File: src/rtl/connect4_line_scanner.sv
// Walks the four lines through a newly placed Connect4 piece, one board read at a time.
// Optional early exit on the first winning line: define CONNECT4_EARLY_EXIT_EN.
//
// state | meaning
// IDLE  | waiting for start
// STEP  | compute next target cell, issue read if in bounds
// WAIT  | evaluate returned cell
// DONE  | one-cycle result pulse
module connect4_line_scanner #(
    parameter int ROWS = 6,
    parameter int COLS = 7
) (
    input  logic       clock,
    input  logic       reset,
    input  logic       start,
    input  logic [2:0] row,
    input  logic [2:0] col,
    input  logic [1:0] player,
    output logic       rd_en,
    output logic [2:0] rd_row,
    output logic [2:0] rd_col,
    input  logic [1:0] rd_data,
    output logic       busy,
    output logic       done,
    output logic       win,
    output logic [1:0] win_dir
);

    typedef enum logic [1:0] {
        S_IDLE,
        S_STEP,
        S_WAIT,
        S_DONE
    } state_t;

    localparam logic [3:0]        ROWS_U = 4'(ROWS);
    localparam logic [3:0]        COLS_U = 4'(COLS);
    localparam logic signed [3:0] ROWS_S = 4'(ROWS);
    localparam logic signed [3:0] COLS_S = 4'(COLS);

    state_t     state, state_nxt;
    logic [2:0] cell_row, cell_row_nxt;
    logic [2:0] cell_col, cell_col_nxt;
    logic [1:0] colour, colour_nxt;
    logic [1:0] dir, dir_nxt;
    logic       side_neg, side_neg_nxt;
    logic [1:0] k, k_nxt;
    logic [2:0] count, count_nxt;
    logic       win_nxt;
    logic [1:0] win_dir_nxt;

    logic signed [3:0] k_s, off_r, off_c, tgt_r, tgt_c;
    logic              in_bounds;
    logic              valid_req;
    logic              side_end;
    logic              dir_win;
    logic              last_dir;
    logic [2:0]        cnt_eff;

    // Coordinates can only wrap past +7 into negative values, which the bounds check rejects.
    always_comb begin
        k_s   = $signed({2'b00, k});
        off_r = (dir == 2'd0) ? 4'sd0 : k_s;
        off_c = (dir == 2'd1) ? 4'sd0 : ((dir == 2'd3) ? -k_s : k_s);
        if (side_neg) begin
            off_r = -off_r;
            off_c = -off_c;
        end
        tgt_r     = $signed({1'b0, cell_row}) + off_r;
        tgt_c     = $signed({1'b0, cell_col}) + off_c;
        in_bounds = (tgt_r >= 4'sd0) && (tgt_r < ROWS_S) &&
                    (tgt_c >= 4'sd0) && (tgt_c < COLS_S);
    end

    assign valid_req = ((player == 2'b01) || (player == 2'b10)) &&
                       ({1'b0, row} < ROWS_U) && ({1'b0, col} < COLS_U);

    assign busy = (state != S_IDLE);
    assign done = (state == S_DONE);

    always_comb begin
        state_nxt    = state;
        cell_row_nxt = cell_row;
        cell_col_nxt = cell_col;
        colour_nxt   = colour;
        dir_nxt      = dir;
        side_neg_nxt = side_neg;
        k_nxt        = k;
        count_nxt    = count;
        win_nxt      = win;
        win_dir_nxt  = win_dir;
        rd_en        = 1'b0;
        rd_row       = 3'd0;
        rd_col       = 3'd0;
        side_end     = 1'b0;
        cnt_eff      = count;
        dir_win      = 1'b0;
        last_dir     = 1'b0;

        case (state)
            S_IDLE: begin
                if (start) begin
                    cell_row_nxt = row;
                    cell_col_nxt = col;
                    colour_nxt   = player;
                    win_nxt      = 1'b0;
                    win_dir_nxt  = 2'd0;
                    dir_nxt      = 2'd0;
                    side_neg_nxt = 1'b0;
                    k_nxt        = 2'd1;
                    count_nxt    = 3'd1;
                    state_nxt    = valid_req ? S_STEP : S_DONE;
                end
            end
            S_STEP: begin
                if (in_bounds) begin
                    rd_en     = 1'b1;
                    rd_row    = tgt_r[2:0];
                    rd_col    = tgt_c[2:0];
                    state_nxt = S_WAIT;
                end else begin
                    side_end = 1'b1;
                end
            end
            S_WAIT: begin
                if (rd_data == colour) begin
                    count_nxt = count + 3'd1;
                    cnt_eff   = count + 3'd1;
                    if (k != 2'd3) begin
                        k_nxt     = k + 2'd1;
                        state_nxt = S_STEP;
                    end else begin
                        side_end = 1'b1;
                    end
                end else begin
                    side_end = 1'b1;
                end
            end
            S_DONE: begin
                state_nxt = S_IDLE;
            end
            default: begin
                state_nxt = S_IDLE;
            end
        endcase

        if (side_end) begin
            if (!side_neg) begin
                side_neg_nxt = 1'b1;
                k_nxt        = 2'd1;
                state_nxt    = S_STEP;
            end else begin
                dir_win = (cnt_eff >= 3'd4);
                if (dir_win && !win) begin
                    win_nxt     = 1'b1;
                    win_dir_nxt = dir;
                end
`ifdef CONNECT4_EARLY_EXIT_EN
                last_dir = (dir == 2'd3) || dir_win;
`else
                last_dir = (dir == 2'd3);
`endif
                if (last_dir) begin
                    state_nxt = S_DONE;
                end else begin
                    dir_nxt      = dir + 2'd1;
                    side_neg_nxt = 1'b0;
                    k_nxt        = 2'd1;
                    count_nxt    = 3'd1;
                    state_nxt    = S_STEP;
                end
            end
        end
    end

    always_ff @(posedge clock or posedge reset) begin
        if (reset) begin
            state    <= S_IDLE;
            cell_row <= 3'd0;
            cell_col <= 3'd0;
            colour   <= 2'd0;
            dir      <= 2'd0;
            side_neg <= 1'b0;
            k        <= 2'd1;
            count    <= 3'd1;
            win      <= 1'b0;
            win_dir  <= 2'd0;
        end else begin
            state    <= state_nxt;
            cell_row <= cell_row_nxt;
            cell_col <= cell_col_nxt;
            colour   <= colour_nxt;
            dir      <= dir_nxt;
            side_neg <= side_neg_nxt;
            k        <= k_nxt;
            count    <= count_nxt;
            win      <= win_nxt;
            win_dir  <= win_dir_nxt;
        end
    end

endmodule
File: config.mk
export PLATFORM = sky130hd
export DESIGN_NAME = connect4_line_scanner
export DESIGN_NICKNAME = d
export VERILOG_FILES = /design/src/rtl/connect4_line_scanner.sv
export SDC_FILE = /design/constraint.sdc
export NUM_CORES = 1
export LEC_CHECK = 0
export CAP_MARGIN = 25
export CORE_MARGIN = 5
export CORE_UTILIZATION = 44
export CTS_BUF_LIST = sky130_fd_sc_hd__clkbuf_4
export CTS_CLUSTER_SIZE = 12
export DETAILED_ROUTE_END_ITERATION = 7
export PLACE_DENSITY = 0.78
export SLEW_MARGIN = 15
export SYNTH_ARGS = -nofsm -noshare
export SYNTH_HDL_FRONTEND = slang
export SYNTH_SLANG_ARGS = --single-unit
File: constraint.sdc
create_clock -name clock -period 8.5 [get_ports clock]
set_clock_uncertainty 0.1 [all_clocks]
set_input_delay 1.275 -clock clock [delete_from_list [all_inputs] [get_ports clock]]
set_output_delay 1.275 -clock clock [all_outputs]
set_load 0.01 [all_outputs]
Yosys cells after proc, flatten, opt, wreduce, memory -nomap -nowiden
Index checks and enable logic that the tools add are counted.
Word-level totals
  flip-flop bits (word level): 21
  input port bits: 13
  output and inout bits: 12
  logic and storage cells: 109
Cells by class
  add/sub/neg operators: 8
  $lt $le $gt $ge: 7
  eq/ne operators: 13
  multiplexer cells: 58
  reduce and logical (&&, ||, !) cells: 13
Operators by type and width (number)
  $mux W2: 25
  $mux W3: 10
  $mux W4: 4
  $mux W1: 15
  $ne A3 B3 Y1 const B: 4
  $add A4 B4 Y4: 2
  $eq A2 B2 Y1 const B: 4
  $ge A4 B1 Y1 const B: 2
  $lt A4 B4 Y1 const B: 2
  $neg A2 Y4: 2
  $pmux W2 S4: 1
  $eq A2 B1 Y1 const B: 3
  $logic_and A1 B1 Y1: 6
  $lt A3 B3 Y1 const B: 2
  $pmux W3 S2: 1
  $add A2 B1 Y2 const B: 2
  $logic_not A2 Y1: 2
  $neg A4 Y4: 1
  $pmux W2 S2: 1
  $reduce_and A4 Y1: 1
  $add A3 B1 Y3 const B: 1
  $ge A3 B3 Y1 const B: 1
  $eq A2 B2 Y1: 1
  $ne A2 B2 Y1 const B: 1
  5 further kinds: 5

Longest topological paths before layout
Gate-level depths: netlist of the first run.
  word-level depth: 13
  mapped depth: 14
  gate-level depth less buffers: 14

Worst setup path before layout of the first run
No wires, ideal clock.
  path type: reg2out
  from: register k[0]
  to: output port rd_col[0]
  arrival time: 3.136 ns
  required time: 7.125 ns
  slack: 3.989 ns
  stages on the path, launching flop included: 13
  path buffers: 0
  path through: dfstp_2 > inv_1 > ha_1 > mux2i_1 > or2_2 > ha_1 > nand2_1 > o21ai_0 > fa_1 > xor2_1 > a32o_1 > nor3_1 > and3_1
On the way
  cells in the longest elaborated chain, start to end: 11
  elaborated cells between the ends (all ways): 19
  those cells by class: add/sub (5); order compare (4); mux (7); reduce/logical (3)
Ends and longest elaborated chain
  start, declared: line 47  | logic [1:0] k, k_nxt;
  start signal, assigned: line 195  | k <= k_nxt;
  $neg A2 Y4: line 64  | off_c = (dir == 2'd1) ? 4'sd0 : ((dir == 2'd3) ? -k_s : k_s);
  $mux W4 (2 in a row): line 64
  $neg A4 Y4: line 67  | off_c = -off_c;
  $mux W4: line 65  | if (side_neg) begin
  $add A4 B4 Y4: line 70  | tgt_c = $signed({1'b0, cell_col}) + off_c;
  $ge A4 B1 Y1: line 72  | (tgt_c >= 4'sd0) && (tgt_c < COLS_S);
  $logic_and A1 B1 Y1: line 71  | in_bounds = (tgt_r >= 4'sd0) && (tgt_r < ROWS_S) &&
  $logic_and A1 B1 Y1: line 72
  $mux W3 *: line 116  | if (in_bounds) begin
  $mux W3 *: line 100  | case (state)
  end, declared: line 21  | output logic [2:0] rd_col,
Mark *: on every way between the ends. The rest lies on a longest branch, timed or not.

Worst setup path after layout of the first run
  from: register k[0]
  to: output port rd_col[2]
The elaborated chain is that of the path after synthesis.

==> flow_summary.json, run 1 <==
{
  "p_leak_nw": 0.864,
  "n_antenna_cell": 0,
  "layout.nets": 224,
  "period_share_pct": 66.5,
  "cts_resized": 0,
  "rows": 21,
  "p_clk_share_pct": 7.5,
  "max_stage_delay_ps": 600,
  "cts.hold.buffers_added": 0,
  "hpwl_um": 2710,
  "synth_cell_types": 40,
  "final_area_um2": 1910,
  "period_minus_slack_ps": 5660,
  "synth-seq-cells": 21,
  "max_cap_violations": 0,
  "ant_nets": 0,
  "p_comb_share_pct": 67.1,
  "synth_cells": 163,
  "via_per_inst": 5.35,
  "crit_required_ps": 7120,
  "grt_overflow": 0,
  "core_um2": 3420,
  "powerDensity_nw_per_um2": 372,
  "fillerInstances": 319,
  "critPathBufInv": 2,
  "grt_max_degree": 22,
  "initial_core_util_pct": 46.4,
  "hold_viol_final": 0,
  "setup_tns_ps": 0,
  "root_buffer": "clkbuf_4",
  "switching_share_pct": 45.1,
  "relSlewSlack_pct": 46.5,
  "critPathSlowestCell": "dfstp_2",
  "worstPathMaxFanout": 7,
  "drive_gt1_share_pct": 11.1,
  "cts_tree": "built",
  "die_h_um": 70.0,
  "start_kind": "flip-flop",
  "finalMaxSlewViolations": 0,
  "place_area_um2": 1880,
  "htreeDepth": 1,
  "cts_buffers": 3,
  "worstSetupPathType": "flip-flop to primary output",
  "drcViolationCount": 0,
  "drt_iter0_drc": 37,
  "clockBufferDepth": 2,
  "gp_congestion": 0.811,
  "first_pass_iters": 4,
  "status": "finished, final reports clean",
  "fmaxAchievable_mhz": 177,
  "dieArea_um2": 4910,
  "clk_pin_slew_ps": 110,
  "synth_warnings": 0,
  "post-route-util_pct": 55.8,
  "switchingPower_mw": 0.320,
  "ff_latch_area_um2": 528,
  "critPathCaptureType": "primary output",
  "cpMostUsedCell": "ha_1",
  "grt_pass1_vias": 1288,
  "syn_to_final_growth_pct": 20.2,
  "vias": 1257,
  "multi_input_area_um2": 1010,
  "setup_viol": 0,
  "worst_slew_pin_slew_ps": 802,
  "arrival_ps": 4280,
  "path_delay_family": "simple AND/OR/NAND/NOR gates",
  "grt_first_pass_wirelength_um": 5710,
  "vdd_drop_max_mv": 0.151,
  "clk_latency_ps": 310,
  "fin_hold_ws_ps": 432,
  "syn_area_um2": 1590,
  "ys_seq_area_share_pct": 33.3,
  "min_path_type": "flip-flop to flip-flop",
  "io_pins": 25,
  "grt_usage_pct": 14.4,
  "wl_um": 3350,
  "cts_setup_buffers": 0,
  "cts.sinks": 21,
  "wl_per_cell_um": 14.3,
  "p_int_mw": 0.390,
  "grt_antenna_before_repair": 0,
  "seqPwrFrac_pct": 25.4,
  "syn_nets": 197,
  "rsz0062_at_grt": "false",
  "io_buffer_count": 24,
  "path_cells": "inv_1, ha_1, mux2i_1, or2_2, ha_1, nand2_1, o21ai_0, fa_1, xor2_1, a32o_1, nor3_1, and3_1, clkdlybuf4s50_1",
  "avgSynthCellArea_um2": 9.73,
  "die_x_um": 70.0,
  "finalPower_mw": 0.710
}
-- synthesized netlist by cell type --
| cell type | number | area (µm²) |
|---|---|---|
| o21ai_0 | 6 | 30.0 |
| a221oi_2 | 1 | 15.0 |
| o31ai_1 | 1 | 7.51 |
| nand3b_1 | 1 | 7.51 |
| a21oi_2 | 1 | 8.76 |
| a21oi_1 | 10 | 50.1 |
| nor3b_1 | 1 | 7.51 |
| nand4_1 | 1 | 6.26 |
| nand2b_1 | 4 | 25.0 |
| a21o_1 | 3 | 22.5 |
| inv_1 | 12 | 45.0 |
| dfstp_2 | 2 | 52.6 |
| a32o_1 | 2 | 20.0 |
| or2_1 | 1 | 6.26 |
| xnor2_1 | 3 | 26.3 |
| or2_2 | 2 | 12.5 |
| nand4b_1 | 1 | 8.76 |
| a31o_2 | 1 | 8.76 |
| mux2_2 | 9 | 101 |
| nor3_1 | 2 | 10.0 |
| xor2_1 | 7 | 61.3 |
| o22a_1 | 1 | 8.76 |
| nor2b_1 | 1 | 6.26 |
| and2_1 | 2 | 12.5 |
| a31oi_1 | 3 | 18.8 |
| ha_1 | 19 | 238 |
| and3_1 | 7 | 43.8 |
| dfrtp_1 | 19 | 475 |
| nor2_1 | 9 | 33.8 |
| nand2_1 | 15 | 56.3 |
| clkbuf_1 | 2 | 7.51 |
| a211o_1 | 1 | 8.76 |
| o21ai_1 | 1 | 5.00 |
| a21boi_0 | 1 | 7.51 |
| mux2i_1 | 5 | 50.1 |
| a22oi_1 | 1 | 7.51 |
| fa_1 | 2 | 40.0 |
| nand3_1 | 1 | 5.00 |
| o31ai_4 | 1 | 21.3 |
| o211ai_1 | 1 | 7.51 |
-- metrics by stage --
| stage | std cells | worst slack (ps) |
|---|---|---|
| after floorplan | 163 | 3990 |
| after global placement | 231 | 3370 |
| after detailed placement | 231 | 3200 |
| after CTS | 235 | 2830 |
| after global routing | 235 | 2610 |
| final | 235 | 2840 |
-- power groups by stage --
| stage | clock, mW | combinational [mW] | sequential, mW |
|---|---|---|---|
| floorplan | 0 | 0.349 | 0.170 |
| global placement | 0 | 0.456 | 0.179 |
| detailed placement | 0 | 0.478 | 0.183 |
| CTS | 0.0544 | 0.481 | 0.181 |
| global route | 0.0595 | 0.528 | 0.187 |
| finish | 0.0529 | 0.476 | 0.180 |
-- flip-flops by register name (all words and copies together) (netlist names), 2 cells and up --
name and count:
count 3, state 2, colour 2, cell_col 3, dir 2, k 2
win_dir 2, cell_row 3
-- cell type report --
cell class                 count  share of cell area [%]
tap                           46                    3.02
clock buffer                   4                    1.57
inverter                      12                    2.36
sequential                    21                    27.7
timing repair buffer          24                    12.6
multi-input combinational    128                    52.8
-- logic make-up after synthesis --
logic type	Yosys count	share of synthesized area [%]
muxes	14	9.54
buffers and inverters	14	3.31
DFF	21	33.3
adders and majority gates	21	17.5
AOI/OAI and AO/OA	35	15.6
xor gates and xnor gates	10	5.52
and+or+nand+nor	48	15.2
-- per-layer routing --
layer,part of all wire (%),GRT usage [%],vias up
met5,0,0,-
met4,1.6,5.74,0
met1,45,17.2,599
met2,49,25.3,31
met3,3.8,2.58,5
li1,-,-,622
-- final timing paths --
path / startpoint / to / slack [ps] / cells past startpoint
worst max-delay path: k[0] / rd_col[2] / 2840 / 13
worst max register to register: k[0] / side_neg / 4710 / 13
min in group asynchronous: reset / colour[0] / 1310 / 2
max in group asynchronous: reset / win / 6500 / 2
worst min-delay path: win / win / 430 / 1
worst min register to register: win / win / 430 / 1
-- cells in the final DEF, fill, tap and decap left out, drive strengths merged, types with 3 or more instances in the layout --
cell and count:
nor2 9, ha 19, a31oi 3, nand2 15, dfrtp 19, clkbuf 4
clkdlybuf4s50 24, mux2 9, or2 3, a21o 3, nand2b 4, xor2 7
xnor2 3, a21oi 11, o21ai 7, inv 12, mux2i 5, and3 7
Note: power is estimated with default switching activity, not from simulation.
==> inputs of run 2 (changes only) <==
--- a/config.mk
+++ b/config.mk
@@ -11,7 +11,7 @@
 export CTS_BUF_LIST = sky130_fd_sc_hd__clkbuf_4
 export CTS_CLUSTER_SIZE = 12
 export DETAILED_ROUTE_END_ITERATION = 7
-export PLACE_DENSITY = 0.78
+export PLACE_DENSITY = 0.81
 export SLEW_MARGIN = 15
 export SYNTH_ARGS = -nofsm -noshare
 export SYNTH_HDL_FRONTEND = slang
==> constraint.sdc (replaced) <==
create_clock -name clock -period 5 [get_ports clock]
set_clock_uncertainty 0.1 [all_clocks]
set_input_delay 0.75 -clock clock [delete_from_list [all_inputs] [get_ports clock]]
set_output_delay 0.75 -clock clock [all_outputs]
set_load 0.01 [all_outputs]
==> run 2 against run 1 <==
Compared with the run above: combinational power increased by 81%; cell area grew 1.0%; clock power grew 58%; critical path type unchanged; via count about the same; highest routed layer unchanged; count of clock-buffer cells in the layout is 1 lower.
==> flow_summary.json, run 2 (same netlist as run 1, synthesis figures left out) <==
{
  "status": "finished, final reports clean",
  "drive_gt1_share_pct": 12.7,
  "cts_tree": "built",
  "first_pass_iters": 4,
  "finalMaxSlewViolations": 0,
  "worstPathMaxFanout": 7,
  "cpMostUsedCell": "ha_1",
  "cts_buffers": 3,
  "min_path_type": "flip-flop to flip-flop",
  "initial_core_util_pct": 46.4,
  "core_um2": 3420,
  "cts.sinks": 21,
  "layout_common_cells": "24 x clkdlybuf4s50_1, 19 x ha_1, 19 x dfrtp_1, 15 x nand2_1, 12 x inv_1",
  "rsz0062_at_grt": "false",
  "critPathBufInv": 2,
  "crit_required_ps": 4150,
  "via_per_inst": 5.35,
  "syn_to_final_growth_pct": 21.5,
  "cts_setup_buffers": 0,
  "io_buffer_count": 24,
  "layout_commonest_cell": "clkdlybuf4s50_1",
  "relSlewSlack_pct": 45.2,
  "dieArea_um2": 4910,
  "grt_usage_pct": 14.0,
  "n_antenna_cell": 0,
  "fmaxAchievable_mhz": 210,
  "hold_viol_final": 0,
  "multi_input_area_um2": 1030,
  "io_pins": 25,
  "drcViolationCount": 0,
  "critPathSlowestCell": "dfstp_2",
  "place_area_um2": 1880,
  "grt_overflow": 0,
  "clk_latency_ps": 310,
  "path_delay_family": "adder cells",
  "cts.hold.buffers_added": 0,
  "worstSetupPathType": "flip-flop to primary output",
  "clockBufferDepth": 2,
  "ff_latch_area_um2": 528,
  "layout.nets": 224,
  "worst_slew_pin_slew_ps": 821,
  "gp_congestion": 0.763,
  "fillerInstances": 326,
  "wl_per_cell_um": 13.7,
  "fin_hold_ws_ps": 434,
  "path_cells": "inv_1, ha_1, mux2i_1, or2_2, ha_1, nand2_1, o21ai_1, fa_1, xor2_1, a32o_1, nor3_4, and3_1, clkdlybuf4s50_1",
  "grt_max_degree": 22,
  "largestRegisters": "cell_col: 3 flops, cell_row: 3 flops, count: 3 flops",
  "root_buffer": "clkbuf_4",
  "wl_um": 3210,
  "p_leak_nw": 0.873,
  "start_kind": "flip-flop",
  "period_share_pct": 95.5,
  "drt_iter0_drc": 87,
  "htreeDepth": 1,
  "grt_pass1_vias": 1227,
  "hpwl_um": 2500,
  "grt_antenna_before_repair": 0,
  "max_cap_violations": 0,
  "die_h_um": 70.0,
  "clk_pin_slew_ps": 120,
  "period_minus_slack_ps": 4770,
  "powerDensity_nw_per_um2": 650,
  "rows": 21,
  "finalPower_mw": 1.25,
  "ant_nets": 0,
  "vias": 1258,
  "vdd_drop_max_mv": 0.333,
  "die_x_um": 70.0,
  "arrival_ps": 3920,
  "setup_viol": 0,
  "critPathCaptureType": "primary output",
  "max_stage_delay_ps": 590,
  "final_area_um2": 1930,
  "setup_tns_ps": 0,
  "grt_first_pass_wirelength_um": 5610
}
==> run 2: final timing paths <==
check | start | to | slack, ps | cells after the start
setup / recovery | k[0] | rd_col[2] | 230 | 13
hold / removal | cell_row[2] | cell_row[2] | 430 | 1
min in group asynchronous | reset | side_neg | 790 | 2
max in group asynchronous | reset | k[1] | 3510 | 2
setup reg to reg | k[0] | side_neg | 1270 | 13
hold reg to reg | cell_row[2] | cell_row[2] | 430 | 1
==> run 2: worst register-to-register path: stages, from the launching register on <==
cell	delay, ps
dfstp_2	590
inv_1	90
ha_1	290
mux2i_1	60
or2_2	290
ha_1	270
nand2_1	60
o21ai_1	100
fa_1	420
xor2_1	160
a32o_1	330
o31ai_4	410
nand2_1	190
a32o_1	260
==> run 2: layout make-up <==
type | instances | share of cell area, %
timing repair buffer | 24 | 12.5
multi-input combinational | 128 | 53.4
clock buffer | 3 | 1.17
tap | 46 | 2.99
clock inverter | 1 | 0.260
inverter | 12 | 2.34
sequential | 21 | 27.4
==> run 2: repair_timing <==
item / in CTS / in global routing
pin swaps: 0 / 1
gates resized for setup: 1 / 4
endpoints found under the setup margin: 7 / 7
hold endpoints to repair: 0 / 0
gates cloned: 0 / 0
==> run 2: power by group <==
| group | internal [mW] | switching (mW) |
|---|---|---|
| clock | 0.0299 | 0.0537 |
| combinational | 0.407 | 0.456 |
| sequential | 0.241 | 0.0638 |
==> run 2: metal layers <==
layer / global-route usage, % / up-vias / part of all wire, %
li1: - / 626 / -
met1: 19.1 / 600 / 49
met2: 22.0 / 28 / 45
met3: 2.87 / 4 / 4.9
met4: 4.47 / 0 / 1.2
met5: 0 / - / 0
==> run 2: per-stage QoR <==
stage          util (%)  worst slack, ps  cells
6_report           56.4              227    235
4_1_cts            55.9             82.5    235
2_1_floorplan         -             1010    163
5_1_grt            56.4             23.0    235
3_5_place_dp       54.9              285    231
3_3_place_gp       54.9              357    231
